<file path="src/rtl/timer_bus_arb_pkg.sv">
// rtl/timer_bus_arb_pkg.sv - shared constants and types for the timer register-port arbiter
package timer_bus_arb_pkg;

   typedef enum logic [1:0] {
      OP_NOP   = 2'd0,
      OP_WRITE = 2'd1,
      OP_READ  = 2'd2
   } timer_op_e;

   localparam logic [31:0] MTIMECMP_BASE = 32'h0200_4000;
   localparam logic [31:0] MTIMECMP_HI   = MTIMECMP_BASE + 32'd4;
   localparam logic [31:0] MTIME_BASE    = 32'h0200_BFF8;

   typedef enum logic {
      MST0 = 1'b0,
      MST1 = 1'b1
   } mst_e;

   function automatic mst_e other_mst(input mst_e m);
      return (m == MST0) ? MST1 : MST0;
   endfunction

endpackage

</file>
<file path="src/rtl/timer_bus_arb_rr_arb2.sv">
// rtl/timer_bus_arb_rr_arb2.sv - two-way round-robin grant with pointer register
module rr_arb2
   import timer_bus_arb_pkg::*;
(
   input  logic       clk,
   input  logic       resetb,
   input  logic [1:0] req,
   input  logic       accept,
   output logic [1:0] gnt
);

   mst_e ptr_q, ptr_d;
   logic ptr_b, alt_b;

   assign ptr_b = ptr_q;
   assign alt_b = other_mst(ptr_q);

   always_ff @(posedge clk) begin
      if (!resetb) begin
         ptr_q <= MST0;
      end else begin
         ptr_q <= ptr_d;
      end
   end

   always_comb begin
      gnt = 2'b00;
      if (req[ptr_b]) begin
         gnt[ptr_b] = 1'b1;
      end else if (req[alt_b]) begin
         gnt[alt_b] = 1'b1;
      end
   end

   // After an accept the pointer favours whichever master did not just win.
   always_comb begin
      ptr_d = ptr_q;
      if (accept && (gnt != 2'b00)) begin
         ptr_d = gnt[1] ? MST0 : MST1;
      end
   end

endmodule

</file>
<file path="src/rtl/timer_bus_arb.sv">
// rtl/timer_bus_arb.sv - two-master arbiter for the machine timer register port
// Optional master-0 write lock is built when TIMER_BUS_ARB_LOCK_EN is defined.
module timer_bus_arb
   import timer_bus_arb_pkg::*;
#(
   parameter int AW       = 32,
   parameter int DW       = 32,
   parameter int LOCK_MAX = 16
) (
   input  logic          clk,
   input  logic          resetb,
   input  logic          m0_wready,
   output logic          m0_wvalid,
   input  logic [AW-1:0] m0_waddr,
   input  logic [DW-1:0] m0_wdata,
   input  logic [3:0]    m0_wstrb,
   input  logic          m0_wlock,
   input  logic          m0_rready,
   output logic          m0_rvalid,
   input  logic [AW-1:0] m0_raddr,
   output logic          m0_rresp,
   output logic [DW-1:0] m0_rdata,
   input  logic          m1_wready,
   output logic          m1_wvalid,
   input  logic [AW-1:0] m1_waddr,
   input  logic [DW-1:0] m1_wdata,
   input  logic [3:0]    m1_wstrb,
   input  logic          m1_rready,
   output logic          m1_rvalid,
   input  logic [AW-1:0] m1_raddr,
   output logic          m1_rresp,
   output logic [DW-1:0] m1_rdata,
   output logic          s_wready,
   output logic [AW-1:0] s_waddr,
   output logic [DW-1:0] s_wdata,
   output logic [3:0]    s_wstrb,
   input  logic          s_wvalid,
   output logic          s_rready,
   output logic [AW-1:0] s_raddr,
   input  logic          s_rvalid,
   input  logic          s_rresp,
   input  logic [DW-1:0] s_rdata
);

   logic [1:0] wreq, wgnt, rreq, rgnt;
   logic       w_accept, r_accept;
   logic       pend_q, pend_d;
   mst_e       owner_q, owner_d;
   logic       resp_ok;

`ifdef TIMER_BUS_ARB_LOCK_EN
   localparam int LCW = $clog2(LOCK_MAX + 1);

   logic           lock_q, lock_d;
   logic [LCW-1:0] lock_cnt_q, lock_cnt_d;
   logic           m0_w_acc;

   // Masking master 1 while locked leaves master 0 as the only candidate.
   assign wreq = {m1_wready & ~lock_q, m0_wready} & {2{resetb}};
   assign m0_w_acc = wgnt[0] & s_wvalid;

   always_ff @(posedge clk) begin
      if (!resetb) begin
         lock_q     <= 1'b0;
         lock_cnt_q <= '0;
      end else begin
         lock_q     <= lock_d;
         lock_cnt_q <= lock_cnt_d;
      end
   end

   always_comb begin
      lock_d     = lock_q;
      lock_cnt_d = lock_cnt_q;
      if (m0_w_acc) begin
         lock_d     = m0_wlock;
         lock_cnt_d = '0;
      end else if (lock_q) begin
         if (lock_cnt_q == LCW'(LOCK_MAX - 1)) begin
            lock_d     = 1'b0;
            lock_cnt_d = '0;
         end else begin
            lock_cnt_d = lock_cnt_q + 1'b1;
         end
      end
   end
`else
   logic unused_wlock;

   assign wreq = {m1_wready, m0_wready} & {2{resetb}};
   assign unused_wlock = m0_wlock & (LOCK_MAX > 0);
`endif

   assign rreq = {m1_rready, m0_rready} & {2{resetb}};

   rr_arb2 u_warb (
      .clk    (clk),
      .resetb (resetb),
      .req    (wreq),
      .accept (w_accept),
      .gnt    (wgnt)
   );

   rr_arb2 u_rarb (
      .clk    (clk),
      .resetb (resetb),
      .req    (rreq),
      .accept (r_accept),
      .gnt    (rgnt)
   );

   assign s_wready  = |wgnt;
   assign s_waddr   = wgnt[1] ? m1_waddr : m0_waddr;
   assign s_wdata   = wgnt[1] ? m1_wdata : m0_wdata;
   assign s_wstrb   = wgnt[1] ? m1_wstrb : m0_wstrb;
   assign w_accept  = s_wready & s_wvalid;
   assign m0_wvalid = wgnt[0] & s_wvalid;
   assign m1_wvalid = wgnt[1] & s_wvalid;

   assign s_rready  = |rgnt;
   assign s_raddr   = rgnt[1] ? m1_raddr : m0_raddr;
   assign r_accept  = s_rready & s_rvalid;
   assign m0_rvalid = rgnt[0] & s_rvalid;
   assign m1_rvalid = rgnt[1] & s_rvalid;

   always_ff @(posedge clk) begin
      if (!resetb) begin
         pend_q  <= 1'b0;
         owner_q <= MST0;
      end else begin
         pend_q  <= pend_d;
         owner_q <= owner_d;
      end
   end

   always_comb begin
      pend_d  = r_accept;
      owner_d = owner_q;
      if (r_accept) begin
         owner_d = rgnt[1] ? MST1 : MST0;
      end
   end

   // A response with nothing outstanding is swallowed.
   assign resp_ok  = s_rresp & pend_q & resetb;
   assign m0_rresp = resp_ok & (owner_q == MST0);
   assign m1_rresp = resp_ok & (owner_q == MST1);
   assign m0_rdata = s_rdata;
   assign m1_rdata = s_rdata;

endmodule

</file>
<file path="config.mk">
export PLATFORM = sky130hd
export DESIGN_NAME = timer_bus_arb
export DESIGN_NICKNAME = d
export VERILOG_FILES = /design/src/rtl/timer_bus_arb_pkg.sv /design/src/rtl/timer_bus_arb_rr_arb2.sv /design/src/rtl/timer_bus_arb.sv
export SDC_FILE = /design/constraint.sdc
export NUM_CORES = 1
export LEC_CHECK = 0
export ABC_AREA = 1
export ABC_CLOCK_PERIOD_IN_PS = 1000
export CAP_MARGIN = 20
export CORE_AREA = 2 2 162 164
export DETAILED_ROUTE_END_ITERATION = 6
export DIE_AREA = 0 0 164 166
export DONT_BUFFER_PORTS = 1
export PLACE_DENSITY = 0.3
export SKIP_CTS_REPAIR_TIMING = 1
export SLEW_MARGIN = 5
export SYNTH_ARGS = -nofsm -noshare
export SYNTH_HDL_FRONTEND = slang
export SYNTH_SLANG_ARGS = --single-unit
</file>
<file path="constraint.sdc">
create_clock -name clk -period 1 [get_ports clk]
set_clock_uncertainty 0.05 [all_clocks]
set_input_delay 0.15 -clock clk [delete_from_list [all_inputs] [get_ports clk]]
set_output_delay 0.15 -clock clk [all_outputs]
set_load 0.03 [all_outputs]
</file>
==> reports/results.tsv <==
metric	value	unit
largest family of logic cells by synthesized area	simple AND/OR/NAND/NOR gates	
Net Count, Synth	675	
Max Slew Vio Count	0	
Post-synth EDFFs	0	
# rows	59	
most frequent cell after synthesis	nand2_1	
worst setup path class	reg -> out	
Post-Synth Adder-Cell Area	0	%
Post-DRT Antenna Nets	0	
CP top delay family	buffers and inverters	
Worst Path Max Fanout	26	
worst hold slack	-0.00512	ns
max_cap viols	0	
period utilisation layout	152	%
I/O Buffers	0	
setup ws final	-0.516	ns
Critical Path RT	0.80	ns
height of the die	166	µm
Root Buffer	clkbuf_16	
ranking of synthesized cells by area	nand2_1, buf_4, nand3_1, buf_2, dfxtp_1	
setup violators final	108	
Iteration-0 DRC Markers	126	
layout cell share with drive strength beyond 1	70.7	%
clk slew on worst S/H paths	0.03	ns
syn avg cell area	4.96	µm²
Residual DRC	0	
post-synthesis cell type count	16	
worst-skew pair later-pin latency	0.22	ns
Worst path slowest cell	dfxtp_2	
status	finished, violations left	
Max IR drop VDD	0.256	mV
slew margin rel.	83.4	%
CTS tree	done	
Pleak	1.85	nW
Setup crit end kind	primary output	
failing checks	hold timing, setup timing	
setup TNS	-48.62	ns
final design utilization	17.8	%
Total Routed Length	13400	µm
power density over the cells	719	mW/mm²
register area share after synthesis	3.73	%
Mapped Cells	433	
top post-synthesis cells by count	nand2_1, nand3_1, buf_4, buf_2, inv_1	
mux cell area share after synthesis	0	%
compound-gate portion of the synthesized area	1.34	%
routed vias	2676	
placed cells	708	
Nets	636	
global-route total usage across every layer	7.17	%
synthesized area	0.00215	mm²
RSZ-0062 raised after global routing	true	
worst slew pin tran	0.250	ns
via/cell ratio	3.68	
TritonRoute pass-1 iters	4	
full die area	0.0272	mm²
simple-gate share of the synthesized area	61.5	%
Top Ports	414	
CTS sink cnt	4	
Synth warnings	0	
cell taking the most area after synthesis	nand2_1	
CP Data Arrival Time	1.32	ns
Max Freq	660	MHz
largest net degree at the start of global routing	53	
Yosys reg bits	4	
Starting Density	8.38	%
Layout area overhead	113	%
Synth Flop Type	dfxtp_1	
largest stage delay on the critical path	0.34	ns
RePlAce Congestion	0.709	
Worst Hold Class	in -> reg	
Non-Filler Instances	728	
core footprint	0.0256	mm²
Synth Area in XOR/XNOR	0	%
vias in the first global route	2502	
initial antenna violation count	1	
Tmin final	1.52	ns
critical path cell sequence	inv_4 -> nand2_8 -> buf_16 -> buf_12 -> nand3_4 -> nand2_4	
Max clock buf depth	2	
Synth async-reset ratio	0	%
HPWL after DPL	9760	µm
Inserted Clock Buffers	3	
pre-CTS setup slack	-0.338	ns
Final Hold Vio Count	1	
Buf/Inv on CP	3	
Worst Setup Start Kind	register	
Synth top area share	41.8	%
wire per inst	18.4	µm
final global-route overflow total	0	
CTS H-tree depth	1	
first-pass GRT wire length	14900	µm
die width	164	µm
-- worst reg2reg max path, cell delays in order, from the launching register on --
cell and delay (ns):
dfxtp_2 0.34, inv_4 0.05, nand2_8 0.13, nand2_8 0.12, buf_8 0.18, o21ai_1 0.16, nor2_1 0.06
-- placed cells by master, fill, tap and decap left out --
master     netlist  layout
clkbuf_16        0      13
nand3_4          0      13
buf_4           69      12
clkinv_8         0       1
o211ai_1         1       1
nand3_2          0      10
diode_2          0       1
buf_12           0      14
buf_8            0       2
nand2_2          2      26
o21ai_1          0       1
nor2_1           7       1
inv_1            8       5
buf_6            6       6
nand3_1         70      47
a31oi_1          1       1
dfxtp_2          0       4
nand2_4          3     131
inv_4            2       3
o21ai_0          2       1
nand2_1        239      58
inv_2            1       2
buf_16           0       3
nand2_8          0      30
a21oi_2          0       1
nor2_2           0       1
nor2_4           0       5
-- report_power, final --
| part | switching, mW | internal [mW] | total [mW] |
|---|---|---|---|
| clock network | 0.114 | 0.511 | 0.625 |
| logic | 1.68 | 0.803 | 2.48 |
| registers | 0.00667 | 0.171 | 0.177 |
| total | 1.80 | 1.48 | 3.28 |
-- kinds of logic after synthesis --
logic type,Yosys count
buffers and inverters,103
AO/OA/AOI/OAI,5
flip-flops,4
AND/OR/NAND/NOR,321
-- worst paths after layout --
check	slack, ns	depth (start not counted)	from	to
max reg2reg	-0.21	6	u_warb.ptr_b	u_warb.ptr_b
min reg2reg	0.45	2	owner_q	owner_q
min	-0.005	2	resetb	owner_q
max	-0.52	6	u_warb.ptr_b	s_wdata[23]
-- registers in the layout (all words and copies together) (netlist names) --
signal	cells
u_warb.ptr_b	1
owner_q	1
u_rarb.ptr_b	1
pend_q	1
-- stage by stage --
step / hold WS (ns) / power [mW] / instance area [µm²]
after floorplan: 0.270 / 2.41 / 3380
after global placement: 0.220 / 2.20 / 3450
after detailed placement: 0.222 / 2.21 / 3450
after CTS: -0.0119 / 2.85 / 3520
after global routing: 0.0134 / 3.42 / 4560
final: -0.00512 / 3.28 / 4560
-- routing by layer --
layer  track usage [%]  vias up  wire length (µm)
met5                 0        -                 0
met4              2.33        0               356
met3              1.70       29              1290
met2              15.1      205              7460
met1              6.44     1232              4320
li1                  -     1210                 -
-- area by class of cell --
type | instances | area (µm²)
Antenna cell | 1 | 2.50
Clock buffer | 3 | 75.1
Fill cell | 2787 | 21100
Inverter | 11 | 61.3
Multi-Input combinational cell | 327 | 3120
Sequential cell | 4 | 85.1
Tap cell | 335 | 419
Timing Repair Buffer | 47 | 801
Note: power is estimated with default switching activity, not from simulation.
